### src/rtl/seq_sched_pkg.sv
// Shared types and constants for the round-robin sequence scheduler.
package seq_sched_pkg;

  localparam int NUM_REQ_DEF = 4;
  localparam int CNT_W_DEF   = 8;
  localparam logic [31:0] SEED = 32'd1;

  typedef enum logic [1:0] {
    IDLE  = 2'd0,
    GRANT = 2'd1,
    RUN   = 2'd2
  } state_t;

endpackage

### src/rtl/seq_core.sv
// Term generator: t(n) = t(n-3) + t(n-2), seeded 1,1,1; reseeds on clr, advances on step.
module seq_core
  import seq_sched_pkg::*;
(
  input  logic        clk,
  input  logic        reset,
  input  logic        clr,
  input  logic        step,
  output logic [31:0] term
);

  logic [31:0] t0;
  logic [31:0] t1;
  logic [31:0] t2;

  // t0 is the term on offer; t1/t2 are the next two. The sum wraps modulo 2^32.
  always_ff @(posedge clk or negedge reset) begin
    if (!reset) begin
      t0 <= SEED;
      t1 <= SEED;
      t2 <= SEED;
    end else if (clr) begin
      t0 <= SEED;
      t1 <= SEED;
      t2 <= SEED;
    end else if (step) begin
      t0 <= t1;
      t1 <= t2;
      t2 <= t0 + t1;
    end
  end

  assign term = t0;

endmodule

### src/rtl/seq_sched.sv
// Shares one seq_core among NUM_REQ requesters; round-robin grant, one burst at a time.
module seq_sched
  import seq_sched_pkg::*;
#(
  parameter int NUM_REQ = NUM_REQ_DEF,
  parameter int CNT_W   = CNT_W_DEF
) (
  input  logic                       clk,
  input  logic                       reset,
  input  logic [NUM_REQ-1:0]         req_valid,
  input  logic [NUM_REQ*CNT_W-1:0]   req_len,
  output logic [NUM_REQ-1:0]         req_ready,
  output logic                       out_valid,
  input  logic                       out_ready,
  output logic [31:0]                out_data,
  output logic [$clog2(NUM_REQ)-1:0] out_id,
  output logic                       out_last,
  output logic                       busy
);

  localparam int ID_W = $clog2(NUM_REQ);

  state_t            state_q;
  state_t            state_d;
  logic [ID_W-1:0]   ptr_q;
  logic [ID_W-1:0]   id_q;
  logic [CNT_W-1:0]  len_q;
  logic [CNT_W-1:0]  cnt_q;
  logic              found;
  logic [ID_W-1:0]   win;
  logic [CNT_W-1:0]  win_len;
  int                idx;
  logic              last_beat;
  logic              core_clr;
  logic              core_step;
  logic [31:0]       term;

  // Search starts at the pointer and wraps, so the first asserted bit found wins.
  always_comb begin
    found   = 1'b0;
    win     = '0;
    win_len = '0;
    idx     = 0;
    for (int i = 0; i < NUM_REQ; i++) begin
      idx = int'(ptr_q) + i;
      if (idx >= NUM_REQ) idx = idx - NUM_REQ;
      if (!found && req_valid[ID_W'(idx)]) begin
        found = 1'b1;
        win   = ID_W'(idx);
      end
    end
    for (int i = 0; i < NUM_REQ; i++) begin
      if (win == ID_W'(i)) win_len = req_len[i*CNT_W +: CNT_W];
    end
  end

  always_comb begin
    state_d = state_q;
    case (state_q)
      IDLE:    if (|req_valid) state_d = GRANT;
      GRANT:   state_d = (found && (win_len != '0)) ? RUN : IDLE;
      RUN:     if (out_ready && last_beat) state_d = IDLE;
      default: state_d = IDLE;
    endcase
  end

  always_comb begin
    req_ready = '0;
    for (int i = 0; i < NUM_REQ; i++) begin
      req_ready[i] = (state_q == GRANT) && found && (win == ID_W'(i));
    end
  end

  always_ff @(posedge clk or negedge reset) begin
    if (!reset) begin
      state_q <= IDLE;
      ptr_q   <= '0;
      id_q    <= '0;
      len_q   <= '0;
      cnt_q   <= '0;
    end else begin
      state_q <= state_d;
      if (state_q == GRANT && found) begin
        len_q <= win_len;
        id_q  <= win;
        cnt_q <= '0;
        ptr_q <= (int'(win) == NUM_REQ - 1) ? '0 : win + 1'b1;
      end else if (state_q == RUN && out_ready) begin
        cnt_q <= cnt_q + 1'b1;
      end
    end
  end

  // len_q is never zero in RUN, so len_q-1 is the index of the final beat.
  assign last_beat = (cnt_q == len_q - 1'b1);
  assign core_clr  = (state_q == GRANT);
  assign core_step = out_valid && out_ready;

  seq_core u_core (
    .clk   (clk),
    .reset (reset),
    .clr   (core_clr),
    .step  (core_step),
    .term  (term)
  );

  assign out_valid = (state_q == RUN);
  assign out_data  = out_valid ? term : '0;
  assign out_id    = id_q;
  assign out_last  = out_valid && last_beat;
  assign busy      = (state_q != IDLE);

endmodule

### config.mk
export PLATFORM = sky130hd
export DESIGN_NAME = seq_sched
export DESIGN_NICKNAME = d
export VERILOG_FILES = /design/src/rtl/seq_sched_pkg.sv /design/src/rtl/seq_core.sv /design/src/rtl/seq_sched.sv
export SDC_FILE = /design/constraint.sdc
export NUM_CORES = 1
export LEC_CHECK = 0
export CAP_MARGIN = 20
export CORE_AREA = 2 2 155 157
export CTS_CLUSTER_DIAMETER = 50
export DETAILED_ROUTE_END_ITERATION = 8
export DIE_AREA = 0 0 157 159
export GPL_ROUTABILITY_DRIVEN = 1
export PLACE_DENSITY_LB_ADDON = 0.15
export SLEW_MARGIN = 0
export SYNTH_ARGS = -nofsm -noshare
export SYNTH_HDL_FRONTEND = slang
export SYNTH_SLANG_ARGS = --single-unit
### constraint.sdc
create_clock -name clk -period 6.1 [get_ports clk]
set_input_delay 0.61 -clock clk [delete_from_list [all_inputs] [get_ports clk]]
set_output_delay 0.61 -clock clk [all_outputs]
set_load 0.02 [all_outputs]
Word level (Yosys, flattened, before mapping). Index checks and enable logic that the tools add are counted.

Input bits: 39. Flip-flop bits (word level): 118.

Reduce and logical (&&, ||, !) cells: 23. Equality and inequality tests: 9. Muxes and demuxes: 42. Add/sub/neg operators: 11. $lt $le $gt $ge: 8.

Operator list (number): $mux 32 (7); $mux 8 (6); $add 32x32->32 (1); $mux 2 (12); $lt 2x4->1 const B (4); $logic_and 1x1->1 (12); $mux 1 (12); $ge 3x3->1 const B (3); $add 8x1->8 const B (1); $bmux 1 s2 (4); $eq 8x8->1 (1); $reduce_bool 8->1 (1); $sub 2x1->2 const B (4); $sub 8x1->8 const B (1); $add 2x2->3 const B (2); $eq 2x1->1 const B (3); $eq 2x2->1 const B (3); $pmux 2 s3 (1); $reduce_bool 2->1 (3); $logic_not 2->1 (2); $reduce_or 4->1 (1); $add 2x1->3 const B (1); $ge 2x3->1 const B (1); $logic_not 1->1 (3); other kinds (4) (4).

Longest topological paths before layout. Gate-level depths: netlist of the first run.

Depth after elaboration: 24. Depth in mapped cells: 12. Depth with buffers taken out: 12.

Modules after synthesis. A second synthesis of the first run with hierarchy kept.

Cells, all modules: 765. Area, all modules: 7320.8 sq um.

Modules (own cells, without submodules): seq_core (seq. area each 2406.1 sq um, area each 5480.3 sq um, times used 1, cells an instance 537); seq_sched (seq. area each 550.5 sq um, area each 1840.5 sq um, times used 1, cells an instance 228).

Least setup slack after synthesis of the first run. No wires, ideal clock.

Path type: input port to output port. From: in req_valid[2]. To: out req_ready[3]. Arrival time: 2019 ps. Slack: 3471 ps. Stages on the path: 6. Buffers on the path: 1. Path through: mux2i_1 > nor2_1 > nor3_1 > ha_1 > clkbuf_1 > and2_1.

Longest elaborated chain between the ends: 15. Elaborated cells between the ends (all ways): 29. Classes of those cells: eq/ne: 1; mux: 20; reduce/logical: 8.

RTL lines: start: declaration (line seq_sched.sv:10) `input logic [NUM_REQ-1:0] req_valid,`; $bmux 1 s2 (line seq_sched.sv:47) `if (!found && req_valid[ID_W'(idx)]) begin`; $mux 1 (not written as such) (2 in a row) (line seq_sched.sv:47); $mux 1 (line seq_sched.sv:47); $logic_not 1->1 (line seq_sched.sv:47); $logic_and 1x1->1 (line seq_sched.sv:47); $mux 1 (line seq_sched.sv:47); $logic_not 1->1 (line seq_sched.sv:47); $logic_and 1x1->1 (line seq_sched.sv:47); $mux 1 (line seq_sched.sv:47); $logic_not 1->1 (line seq_sched.sv:47); $logic_and 1x1->1 (line seq_sched.sv:47); $mux 2 * (line seq_sched.sv:47); named net win[0] (line seq_sched.sv:30) `logic [ID_W-1:0] win;`; $eq 2x2->1 * (line seq_sched.sv:70) `req_ready[i] = (state_q == GRANT) && found && (win == ID_W'(i));`; $logic_and 1x1->1 * (line seq_sched.sv:70); end: declaration (line seq_sched.sv:12) `output logic [NUM_REQ-1:0] req_ready,`.

The timed path passes the listed nets; every way through them passes the cells marked *. The select of a mux whose other input is x is not followed.

Worst setup path after layout of the first run.
From: in req_valid[0]. To: out req_ready[3].

The elaborated chain is that of the path after synthesis.

==> results of run 1 <==
==> worst paths after layout <==
check,startpoint,endpoint,depth (start not counted)
worst min-delay path,reset,len_q[3],1
worst min register to register,u_core.t2[30],u_core.t1[30],2
worst max-delay path,req_valid[0],req_ready[3],7
max in group asynchronous,reset,u_core.term[2],2
min in group clk,u_core.t2[30],u_core.t1[30],2
worst max register to register,u_core.t1[0],u_core.t2[26],9
==> sequential cells by signal, indices dropped and copies added, names as in the netlist <==
register / cells
u_core.t2: 32
out_id: 2
ptr_q: 2
state_q: 2
cnt_q: 8
u_core.term: 32
len_q: 8
u_core.t1: 32
==> final cells by class <==
class	instances	share of cell area, %
Sequential cell	118	33.1
Timing Repair Buffer	85	9.34
Clock buffer	25	5.55
Inverter	11	0.463
Tap cell	319	4.47
Multi-Input combinational cell	697	46.2
Clock inverter	4	0.786
==> worst max-delay path, cell delays in order <==
cell	delay (ns)
clkdlybuf4s50_1	0.48
mux2i_1	0.17
nor2_1	0.06
nor3_1	0.41
ha_1	0.58
and2_1	0.20
clkdlybuf4s50_1	0.59
==> power breakdown <==
group / internal [uW] / total, uW / switching, uW
Combinational: 294 / 848 / 554
Clock: 637 / 980 / 343
Sequential: 864 / 942 / 77.9
Total: 1790 / 2770 / 975
==> cell families after synthesis <==
family | after synthesis
DFF | 118
adders and majority gates | 38
muxes | 13
buffers and inverters | 64
and+or+nand+nor | 424
xor gates and xnor gates | 42
AOI/OAI and AO/OA | 180
==> routing by layer <==
metal	GRT usage (%)	routed length [um]
met5	0	0
met4	5.00	231
met3	2.59	403
met2	25.3	8890
met1	22.0	9400
==> layout by cell type, fill, tap and decap left out, drive strengths merged, types with 3 or more instances in the layout <==
| master | Yosys | layout |
|---|---|---|
| dfstp | 3 | 3 |
| nor2 | 45 | 45 |
| nor4 | 5 | 5 |
| and3 | 7 | 7 |
| o31ai | 4 | 4 |
| or3 | 5 | 5 |
| a22oi | 8 | 8 |
| nand2 | 190 | 190 |
| xor2 | 18 | 18 |
| xnor2 | 24 | 24 |
| clkdlybuf4s50 | 0 | 78 |
| nand4 | 9 | 9 |
| o21ai | 62 | 62 |
| mux2i | 11 | 11 |
| nor2b | 7 | 7 |
| a31oi | 5 | 5 |
| o211ai | 8 | 8 |
| inv | 11 | 11 |
| a21oi | 46 | 46 |
| ha | 37 | 37 |
| a211oi | 6 | 6 |
| a21boi | 4 | 4 |
| dfrtp | 115 | 115 |
| o311ai | 3 | 3 |
| a221o | 3 | 3 |
| and4 | 3 | 3 |
| and2 | 39 | 39 |
| buf | 6 | 7 |
| nand3 | 89 | 89 |
| or2 | 4 | 4 |
| or4 | 3 | 3 |
| o21a | 6 | 6 |
| nor3 | 11 | 11 |
| a21o | 7 | 7 |
| clkbuf | 47 | 25 |
==> stage by stage <==
step                area, um^2  setup WS, ns  hold WS (ns)
floorplan                 7310          3.47         0.314
global placement          8350          2.42         0.449
detailed placement        8350          2.38         0.452
CTS                       8920          2.38         0.243
global route              8920          2.24         0.270
finish                    8920          2.40         0.223
==> reports/metrics.yaml, run 1 <==
run_status:
  outcome: "complete, no violations"
finish:
  syn2layout_area_growth_pct: 22.0
  multiInputGateArea_um2: 4120
  regArea_um2: 2960
  n_fill_cell: 2362
  fin_cells: 1259
  postLayoutCoreUtil_pct: 38.5
  nNetsFinal: 1007
  layout-drive-gt1-share_pct: 5.74
  antennaDiodeCount: 0
logic_synthesis:
  muxShareOfSynthArea_pct: 1.81
  netlist.area_leader.share_pct: 39.4
  synth.largest_area_cell: "dfrtp_1"
  synthesis.nets: 956
  async_flop_share_pct: 100
  yosysUniqueCellTypes: 66
  synth_common_cells: "nand2_1 (189), dfrtp_1 (115), nand3_1 (88), o21ai_0 (56), clkbuf_1 (47)"
  synth_compound_area_share_pct: 15.4
  synth_warnings: 0
  synth_enable_flop_cells: 0
  avgSynthCellArea_um2: 8.32
  ys_ff_latch: 118
  synth-main-ff-cell: "dfrtp_1"
  synth_cells: 879
  syn-cell-area_um2: 7310
  synth-simple-area-share_pct: 27.3
  synth_area_leaders: "dfrtp_1 (39%), nand2_1 (9.7%), ha_1 (6.3%)"
  synth_sequential_area_ratio_pct: 40.4
  synth_most_common_cell: "nand2_1"
  synth_xor_area_share_pct: 5.03
  synth_top_family_by_area: "simple AND/OR/NAND/NOR gates"
  synth_fa_ha_area_share_pct: 6.61
sta:
  finalSetupTns_ns: 0
  setup_violations: 0
  rsz0062_at_grt: "false"
  period_share_pct: 60.7
  max_freq_mhz: 270
  slew_headroom_pct: 33.5
  period_minus_slack_ns: 3.70
  slew_violations: 0
  worst_pin_slew_ns: 0.997
  skew_ns: 0.0124
  hold_violations: 0
routing:
  wire_per_inst_um: 15.0
  vias: 6262
  drt_pre_antenna_iters: 4
  drtIter0Drc: 356
  via_per_inst: 4.97
  drc: 0
  totalWireLength_mm: 18.9
  postRouteAntennaNets: 0
critical_path:
  crit_required_ns: 5.49
  path_class: "input pin to primary output"
  crit_path_end_kind: "primary output"
  critPathMaxFanout: 11
  rrSetupSlack_ns: 3.27
  cp-start-kind: "input pin"
  crit_arrival_ns: 3.09
clock_network:
  cts_made_buffers: 17
  cts-root-buf: "clkbuf_16"
  htree_levels: 4
  clk-insertion-delay-late_ns: 0.41
  postCtsResizedCells: 0
  cts_buffer_depth: 2
  clock_sinks: 118
  cts_tree: "done"
  cts_setup_buffers: 0
  clk_pin_slew_ns: 0.05
  cts-hold-fix-buffers: 0
pwr:
  ir_drop_uv: 159
  power_uw: 2770
  powerDensity_nw_per_um2: 311
  p_leak_uw: 0.00409
min_path:
  hold_class: "input pin to async pin"
global_routing:
  grt_max_degree: 85
  grt_pass1_vias: 6322
  grt_antenna_before_repair: 0
  grt_overflow_total: 0
  grt_pass1_wl_mm: 32.0
  grt_use_total_pct: 15.9
placement:
  numPortBuffers: 79
  placed_cells: 1230
  gp_congestion: 0.810
  dpl.hpwl_mm: 12.9
die:
  die_x_um: 157
  die_area_um2: 25000
  rows: 56
  coreArea_um2: 23200
  initial_utilization_pct: 31.5
  ios: 80
  die_h_um: 159
job:
  maxCapViolCount: 0
Power figures use the tool's default switching activity.
==> run 2: changes to the inputs <==
clock period = 3.45 ns   (was 6.1 ns; I/O delays follow)
==> run 2 against run 1 <==
Global-route usage up 0.15 points. Register-to-register slack worse by 2.5 ns. Utilization up 0.74 points. Via count up 0.77%. Hold slack better by 0.24 ns. Combinational power up 82%. Critical path depth unchanged. Flip-flop and latch count unchanged. Sequential power up 77%. Largest power group unchanged.
==> reports/metrics.yaml, run 2 (same netlist as run 1, synthesis figures left out) <==
critical_path:
  path_class: "register to primary output"
  slowest_delay_ns: 0.52
  critPathMaxFanout: 17
  crit_path_end_kind: "primary output"
  crit_slowest_cell: "clkdlybuf4s50_1"
  path_depth: 7
  r2r_end: "u_core.t2[24]"
  crit_required_ns: 3.11
  worstPathCellList: "mux2i_1 -> nor2_1 -> nor3_1 -> inv_1 -> ha_1 -> and2_1 -> clkdlybuf4s50_1"
  rr_worst_depth: 9
  path_buf_inv: 2
  rrSetupSlack_ns: 0.73
  crit_start: "ptr_q[1]"
  critPathCapture: "req_ready[2]"
  cpLargestDelayFamily: "simple AND/OR/NAND/NOR gates"
  crit_arrival_ns: 2.78
  r2r_start: "u_core.term[0]"
  cp-start-kind: "register"
routing:
  wire_per_inst_um: 15.2
  totalWireLength_mm: 19.4
  postRouteAntennaNets: 0
  drtIter0Drc: 299
  drt_pre_antenna_iters: 5
  drc: 0
  via_per_inst: 4.95
  vias: 6310
sta:
  setup_violations: 0
  rsz0062_at_grt: "false"
  period_share_pct: 90.5
  hold_violations: 0
  max_freq_mhz: 320
  slew_violations: 0
  worst_pin_slew_ns: 0.925
  period_minus_slack_ns: 3.12
  slew_headroom_pct: 38.3
  finalSetupTns_ns: 0
  skew_ns: 0.0116
clock_network:
  htree_levels: 4
  cts_tree: "done"
  clk_pin_slew_ns: 0.06
  clk-insertion-delay-late_ns: 0.42
  cts-root-buf: "clkbuf_16"
  clock_sinks: 118
  cts_made_buffers: 17
  cts_setup_buffers: 0
  cts_buffer_depth: 2
global_routing:
  grt_overflow_total: 0
  grt_antenna_before_repair: 0
  grt_pass1_vias: 6334
  grt_pass1_wl_mm: 32.3
  grt_max_degree: 84
  grt_use_total_pct: 16.0
run_status:
  outcome: "complete, no violations"
placement:
  placed_cells: 1241
  dpl.hpwl_mm: 13.5
  gp_congestion: 0.826
  numPortBuffers: 79
die:
  die_x_um: 157
  rows: 56
  initial_utilization_pct: 31.5
  die_h_um: 159
  coreArea_um2: 23200
  die_area_um2: 25000
  ios: 80
pwr:
  powerDensity_nw_per_um2: 564
  p_leak_uw: 0.00418
  ir_drop_uv: 316
finish:
  final_cell_mix: "nand2_1 (189), dfrtp_1 (115), nand3_1 (88)"
  fin_cells: 1274
  syn2layout_area_growth_pct: 24.3
  layout-drive-gt1-share_pct: 7.43
  nNetsFinal: 1019
  final_common_cell: "nand2_1"
  antennaDiodeCount: 0
job:
  maxCapViolCount: 0
min_path:
  hold_class: "register to register"
-- run 2: layer usage --
metal	part of all wire (%)	vias to the layer above	track usage [%]
met3	2.6	15	3.08
met4	1.1	0	4.38
met1	49	3001	22.5
li1	-	3209	-
met5	0	-	0
met2	47	85	25.2
-- run 2: worst register-to-register path: cells and delay by family, from the launching register on --
kind / cells / cell delay, ns
AO/OA/AOI/OAI: 5 / 1.03
adder cells (fa/ha/maj): 2 / 0.65
flip-flops: 1 / 0.39
AND/OR/NAND/NOR: 2 / 0.56
-- run 2: how the worst min path moves through the flow --
stage                     cells after the start             to          start  slack [ns]
after global routing                          2   u_core.t1[7]   u_core.t2[7]        0.49
final                                         2  u_core.t1[29]  u_core.t2[29]        0.46
after CTS                                     2   u_core.t1[1]   u_core.t2[1]        0.47
after detailed placement                      1       len_q[1]          reset        0.44
after floorplan                               0       cnt_q[0]          reset        0.05
after global placement                        1       len_q[1]          reset        0.44
-- run 2: area by class of cell --
class                           instances  area [um^2]
Tap cell                              319          399
Inverter                               11         41.3
Clock buffer                           20          457
Sequential cell                       118         2960
Fill cell                            2381        14100
Multi-Input combinational cell        697         4120
Clock inverter                         12          175
Timing Repair Buffer                   97          938
-- run 2: timing repair --
item	4_1_cts	5_1_grt
resized for setup	0	0
hold buffers	1	0
hold endpoints to repair	7	0
-- run 2: where the power goes --
| group | leakage, uW | switching, uW | internal (uW) |
|---|---|---|---|
| Clock | 0.000302 | 671 | 1250 |
| Sequential | 0.00160 | 141 | 1530 |
| Combinational | 0.00227 | 983 | 561 |
| Total | 0.00418 | 1800 | 3330 |
-- run 2: stage by stage --
stage | setup WS [ns] | utilization [%] | cell area, um^2 | hold slack (ns) | power (uW)
global placement | 0.460 | 36.4 | 8450 | 0.441 | 3270
detailed placement | 0.402 | 36.4 | 8450 | 0.442 | 3270
finish | 0.328 | 39.2 | 9090 | 0.465 | 5130
CTS | 0.321 | 39.2 | 9090 | 0.465 | 5210
floorplan | 1.02 | - | 7310 | 0.0494 | 2710
global route | 0.138 | 39.2 | 9090 | 0.488 | 5460
